## src/rtl/uart_io_ctrl.sv

```systemverilog
// CPU-side UART I/O controller: RX FIFO with irr/ack handshake,
// TX FIFO feeding the transmitter one byte per start pulse.
module uart_io_ctrl #(
    parameter int RX_DEPTH = 8,
    parameter int TX_DEPTH = 8
) (
    input  logic       clk,
    input  logic       reset,
    input  logic       rx_valid,
    input  logic [7:0] rx_byte,
    output logic       irr,
    output logic [7:0] rx_data,
    input  logic       ack,
    input  logic       tx_req,
    input  logic [7:0] tx_data,
    output logic       tx_busy,
    output logic       uart_tx_start,
    output logic [7:0] uart_tx_data,
    input  logic       uart_tx_busy,
    output logic       rx_overflow,
    output logic       tx_overflow
);
    localparam int RAW = $clog2(RX_DEPTH);
    localparam int RCW = RAW + 1;
    localparam int TAW = $clog2(TX_DEPTH);
    localparam int TCW = TAW + 1;
    localparam logic [RCW-1:0] RX_FULL = RCW'(RX_DEPTH);
    localparam logic [TCW-1:0] TX_FULL = TCW'(TX_DEPTH);

    typedef enum logic [1:0] {IDLE, WAIT_HI, WAIT_LO} state_t;

    logic           r_ack_q;
    logic           r_req_q;
    logic [7:0]     r_rx_mem [RX_DEPTH];
    logic [RAW-1:0] r_rx_wr;
    logic [RAW-1:0] r_rx_rd;
    logic [RCW-1:0] r_rx_cnt;
    logic           r_rx_ovf;
    logic [7:0]     r_tx_mem [TX_DEPTH];
    logic [TAW-1:0] r_tx_wr;
    logic [TAW-1:0] r_tx_rd;
    logic [TCW-1:0] r_tx_cnt;
    logic           r_tx_ovf;
    logic           r_start;
    logic [7:0]     r_tx_data;
    logic           r_wait;
    state_t         r_state;
    state_t         w_next;

    logic w_ack_rise;
    logic w_req_rise;
    logic w_rx_full;
    logic w_rx_pop;
    logic w_rx_push;
    logic w_tx_full;
    logic w_tx_pop;
    logic w_tx_push;

    assign w_ack_rise = ack & ~r_ack_q;
    assign w_req_rise = tx_req & ~r_req_q;
    assign w_rx_full  = (r_rx_cnt == RX_FULL);
    assign w_rx_pop   = w_ack_rise & (r_rx_cnt != '0);
    assign w_rx_push  = rx_valid & (~w_rx_full | w_rx_pop);
    assign w_tx_full  = (r_tx_cnt == TX_FULL);
    assign w_tx_push  = w_req_rise & (~w_tx_full | w_tx_pop);

    always_ff @(posedge clk or posedge reset) begin
        if (reset) begin
            r_ack_q <= 1'b0;
            r_req_q <= 1'b0;
        end else begin
            r_ack_q <= ack;
            r_req_q <= tx_req;
        end
    end

    always_ff @(posedge clk) begin
        if (w_rx_push) r_rx_mem[r_rx_wr] <= rx_byte;
        if (w_tx_push) r_tx_mem[r_tx_wr] <= tx_data;
    end

    always_ff @(posedge clk or posedge reset) begin
        if (reset) begin
            r_rx_wr  <= '0;
            r_rx_rd  <= '0;
            r_rx_cnt <= '0;
            r_rx_ovf <= 1'b0;
        end else begin
            if (w_rx_push) r_rx_wr <= r_rx_wr + RAW'(1);
            if (w_rx_pop)  r_rx_rd <= r_rx_rd + RAW'(1);
            r_rx_cnt <= r_rx_cnt + RCW'(w_rx_push) - RCW'(w_rx_pop);
            if (rx_valid && !w_rx_push) r_rx_ovf <= 1'b1;
        end
    end

    always_ff @(posedge clk or posedge reset) begin
        if (reset) begin
            r_tx_wr  <= '0;
            r_tx_rd  <= '0;
            r_tx_cnt <= '0;
            r_tx_ovf <= 1'b0;
        end else begin
            if (w_tx_push) r_tx_wr <= r_tx_wr + TAW'(1);
            if (w_tx_pop)  r_tx_rd <= r_tx_rd + TAW'(1);
            r_tx_cnt <= r_tx_cnt + TCW'(w_tx_push) - TCW'(w_tx_pop);
            if (w_req_rise && !w_tx_push) r_tx_ovf <= 1'b1;
        end
    end

    // r_wait marks the second WAIT_HI cycle; a silent transmitter times out there
    always_ff @(posedge clk or posedge reset) begin
        if (reset) begin
            r_state   <= IDLE;
            r_wait    <= 1'b0;
            r_start   <= 1'b0;
            r_tx_data <= 8'h00;
        end else begin
            r_state <= w_next;
            r_wait  <= (r_state == WAIT_HI);
            r_start <= w_tx_pop;
            if (w_tx_pop) r_tx_data <= r_tx_mem[r_tx_rd];
        end
    end

    always_comb begin
        w_next   = r_state;
        w_tx_pop = 1'b0;
        unique case (r_state)
            IDLE: begin
                if (r_tx_cnt != '0 && !uart_tx_busy) begin
                    w_tx_pop = 1'b1;
                    w_next   = WAIT_HI;
                end
            end
            WAIT_HI: begin
                if (uart_tx_busy) w_next = WAIT_LO;
                else if (r_wait)  w_next = IDLE;
            end
            WAIT_LO: begin
                if (!uart_tx_busy) w_next = IDLE;
            end
            default: w_next = IDLE;
        endcase
    end

    assign irr           = (r_rx_cnt != '0);
    assign rx_data       = irr ? r_rx_mem[r_rx_rd] : 8'h00;
    assign tx_busy       = w_tx_full;
    assign uart_tx_start = r_start;
    assign uart_tx_data  = r_tx_data;
    assign rx_overflow   = r_rx_ovf;
    assign tx_overflow   = r_tx_ovf;
endmodule

```

## config.mk

```make
export PLATFORM = sky130hd
export DESIGN_NAME = uart_io_ctrl
export DESIGN_NICKNAME = d
export VERILOG_FILES = /design/src/rtl/uart_io_ctrl.sv
export SDC_FILE = /design/constraint.sdc
export NUM_CORES = 1
export LEC_CHECK = 0
export BUFFER_PORTS_ARGS = -buffer_cell sky130_fd_sc_hd__buf_2
export CAP_MARGIN = 30
export CORE_AREA = 2 2 114 116
export CTS_CLUSTER_DIAMETER = 40
export DETAILED_ROUTE_END_ITERATION = 6
export DIE_AREA = 0 0 116 118
export HOLD_SLACK_MARGIN = 0.03
export PLACE_DENSITY = 0.74
export SYNTH_ARGS = -nofsm -noshare
export SYNTH_HDL_FRONTEND = slang
export SYNTH_SLANG_ARGS = --single-unit
```

## constraint.sdc

```tcl
create_clock -name clk -period 2.76 [get_ports clk]
set_clock_uncertainty 0.2 [all_clocks]
set_input_delay 0.828 -clock clk [delete_from_list [all_inputs] [get_ports clk]]
set_output_delay 0.828 -clock clk [all_outputs]
set_load 0.005 [all_outputs]
```

==> impl_metrics.yaml <==
synth:
  async_reset_ff_share_pct: 22.0
  synthDistinctLibCells: 36
  yosys_most_used_dff: "edfxtp_1"
  synth_nets: 431
  synth_top_cells_by_area: "edfxtp_1, dfrtp_1, mux2i_1, mux4_2, ha_1"
  synth_most_common_cell: "edfxtp_1"
  synth_cells: 392
  yosysTopAreaCell: "edfxtp_1"
  syn_area_per_cell_um2: 16.8
  ys_ff_latch: 164
  ys_seq_area_share_pct: 72.0
  synth_common_cells: "edfxtp_1, mux2i_1, dfrtp_1"
  synth_top_area_share_pct: 58.3
  synth-edff-count: 128
  synth.cell_area_mm2: 0.00659
  yosysWarnings: 0
sta:
  finalHoldViolCount: 0
  max_slew_margin_pct: 58.9
  worst_pin_slew_ns: 0.615
  period_needed_ns: 2.90
  fin_crit_sh_pct: 105
  rsz0062_at_grt: "true"
  max_freq_ghz: 0.345
  finalSetupViolations: 8
  worst_slack_ns: -0.138
  setup_tns_ns: -0.811
  slew_violations: 0
clock_tree:
  cts_buffers: 17
  clk_pin_slew_ns: 0.06
  htree_levels: 4
  tritoncts: "done"
  clock_latency_ns: 0.42
  cts_root_buf: "clkbuf_16"
  cts.path.max_buffers: 2
  clock-sinks: 164
pwr:
  peakVddDrop_mv: 0.518
  leakagePower_nw: 3.09
  power_density_mw_per_mm2: 1080
global_route:
  overflow: 0
  grt_pass1_vias: 3673
  grt_pass1_wl_mm: 19.1
  grt_busiest_layer: "met2"
  antenna_found_initial: 0
  grtUsageMet3_pct: 5.41
  use_met1_pct: 23.7
  gr-usage-met2_pct: 31.5
  track_usage_pct: 18.9
  grt_start_max_net_pins: 37
finish:
  area_growth_pct: 19.7
  fin_util_pct: 63.6
  fin_nets: 509
  finalNonFillerCells: 655
  drive_above_1_share_pct: 26.3
  num_antenna_cells: 0
drt:
  route.vias.total: 3487
  wl_per_cell_um: 18.0
  drc: 0
  ant_nets: 0
  routed_wl_mm: 11.8
  first_pass_iters: 4
  avgViaCountPerCell: 5.32
  drt-initial-drc-count: 267
worst_setup_path:
  critPathRequiredTime_ns: 1.73
  slowest_delay_ns: 0.50
  reg2reg_from: "r_rx_cnt[2]"
  crit_type: "flop to primary output"
  critPathLaunchType: "flop"
  cp_data_arrival_time_ns: 1.87
  worst-r2r-cell-count: 10
  path_max_fanout: 9
  crit_path_end_kind: "primary output"
  rr_endpoint: "r_rx_cnt[2]"
  slowest_stage: "mux4_2"
  ff2ff_setup_slack_ns: 0.42
  cp_cell_sequence: "buf_12 -> mux4_2 -> mux2i_1 -> nor2_1 -> buf_2"
floorplan:
  die_y_um: 118
  die_x_um: 116
  fp.coreArea_mm2: 0.0124
  num_io_pins: 43
  initial_core_util_pct: 53.1
  die_area_mm2: 0.0137
  rows: 41
run_status:
  violations: "negative setup slack"
  status: "finished with violations"
place:
  pre_cts_slack_ns: 0.0448
  port_buffers: 42
  gp_congestion: 0.770
  dp.cells: 621
  hpwl_mm: 7.50
min_path:
  hp-start: "tx_overflow"
  hold_class: "flop to flop"
  hold_depth: 1
  hold_end: "tx_overflow"
run:
  maxCapViolations: 0
[routing by layer]
layer | vias to the layer above | wire (um)
met5 | - | 0
met4 | 0 | 160
met3 | 16 | 466
met2 | 76 | 6260
met1 | 1757 | 4870
li1 | 1638 | -
[where the power goes]
group          internal [mW]  total, mW  switching [mW]
Sequential              3.16       3.49           0.340
Clock                   1.60       2.50           0.904
Combinational           1.26       2.50            1.24
[registers in the layout (all words and copies together), names as in the netlist]
| signal | count |
|---|---|
| r_ack_q | 1 |
| r_req_q | 1 |
| r_rx_cnt | 4 |
| r_rx_mem | 64 |
| r_rx_rd | 3 |
| r_rx_wr | 3 |
| r_state | 2 |
| r_tx_cnt | 4 |
| r_tx_mem | 64 |
| r_tx_rd | 3 |
| r_tx_wr | 3 |
| r_wait | 1 |
| rx_overflow | 1 |
| tx_overflow | 1 |
| uart_tx_data | 8 |
| uart_tx_start | 1 |
[cells by family after synthesis]
logic type | Yosys count | synth area share [%]
AND/OR/NAND/NOR | 79 | 5.54
multiplexers | 59 | 12.1
buffers and inverters | 32 | 2.01
adder cells (fa/ha/maj) | 17 | 3.45
XOR/XNOR | 12 | 1.59
AO/OA/AOI/OAI | 29 | 3.32
flip-flops | 164 | 72.0
[cell type report]
type	count	area, um^2
Clock buffer	18	429
Clock inverter	14	209
Fill cell	892	4520
Inverter	18	67.6
Multi-Input combinational cell	196	1730
Sequential cell	164	4750
Tap cell	172	215
Timing Repair Buffer	73	489
[layout by cell type, fill, tap and decap left out, types with 9 or more instances in the layout]
cell type and instances:
inv_1 17, nor2_1 19, nand3_1 11, buf_4 27
dfrtp_1 35, nand2_1 26, clkbuf_16 18, mux4_2 16
xnor2_1 9, mux2i_1 40, edfxtp_1 128, ha_1 15
buf_2 42, a22oi_1 16
[repair_timing]
action                     in CTS  in global routing
gates resized for setup         0                  3
cloned                          0                  1
hold buffers                    0                  0
setup buffers                   0                  1
setup endpoints to repair       8                  9
pin swaps                       0                  0
hold endpoints to repair        0                  0
[critical path: cells and delay by family (launching register included)]
family,cells,cell delay [ns]
AND/OR/NAND/NOR,1,0.06
buffers and inverters,2,0.28
multiplexers,2,0.69
flip-flops,1,0.42
[worst max path at each step]
| stage | to | startpoint | cells past startpoint | slack [ns] |
|---|---|---|---|---|
| floorplan | r_tx_mem[4][0] | uart_tx_busy | 4 | 0.05 |
| global placement | r_rx_cnt[1] | ack | 10 | 0.13 |
| detailed placement | r_rx_cnt[1] | ack | 10 | 0.04 |
| CTS | rx_data[6] | r_rx_rd[0] | 5 | -0.17 |
| global route | rx_data[6] | r_rx_rd[0] | 5 | -0.23 |
| finish | rx_data[6] | r_rx_rd[0] | 5 | -0.14 |
[metrics by stage]
step	hold WS (ns)	area [um^2]	power, mW
2_1_floorplan	0.243	6610	5.16
4_1_cts	0.275	7850	8.52
3_3_place_gp	0.247	7210	5.89
5_1_grt	0.285	7890	8.98
6_report	0.275	7890	8.50
3_5_place_dp	0.261	7210	5.99
Note: power is estimated with default switching activity, not from simulation.
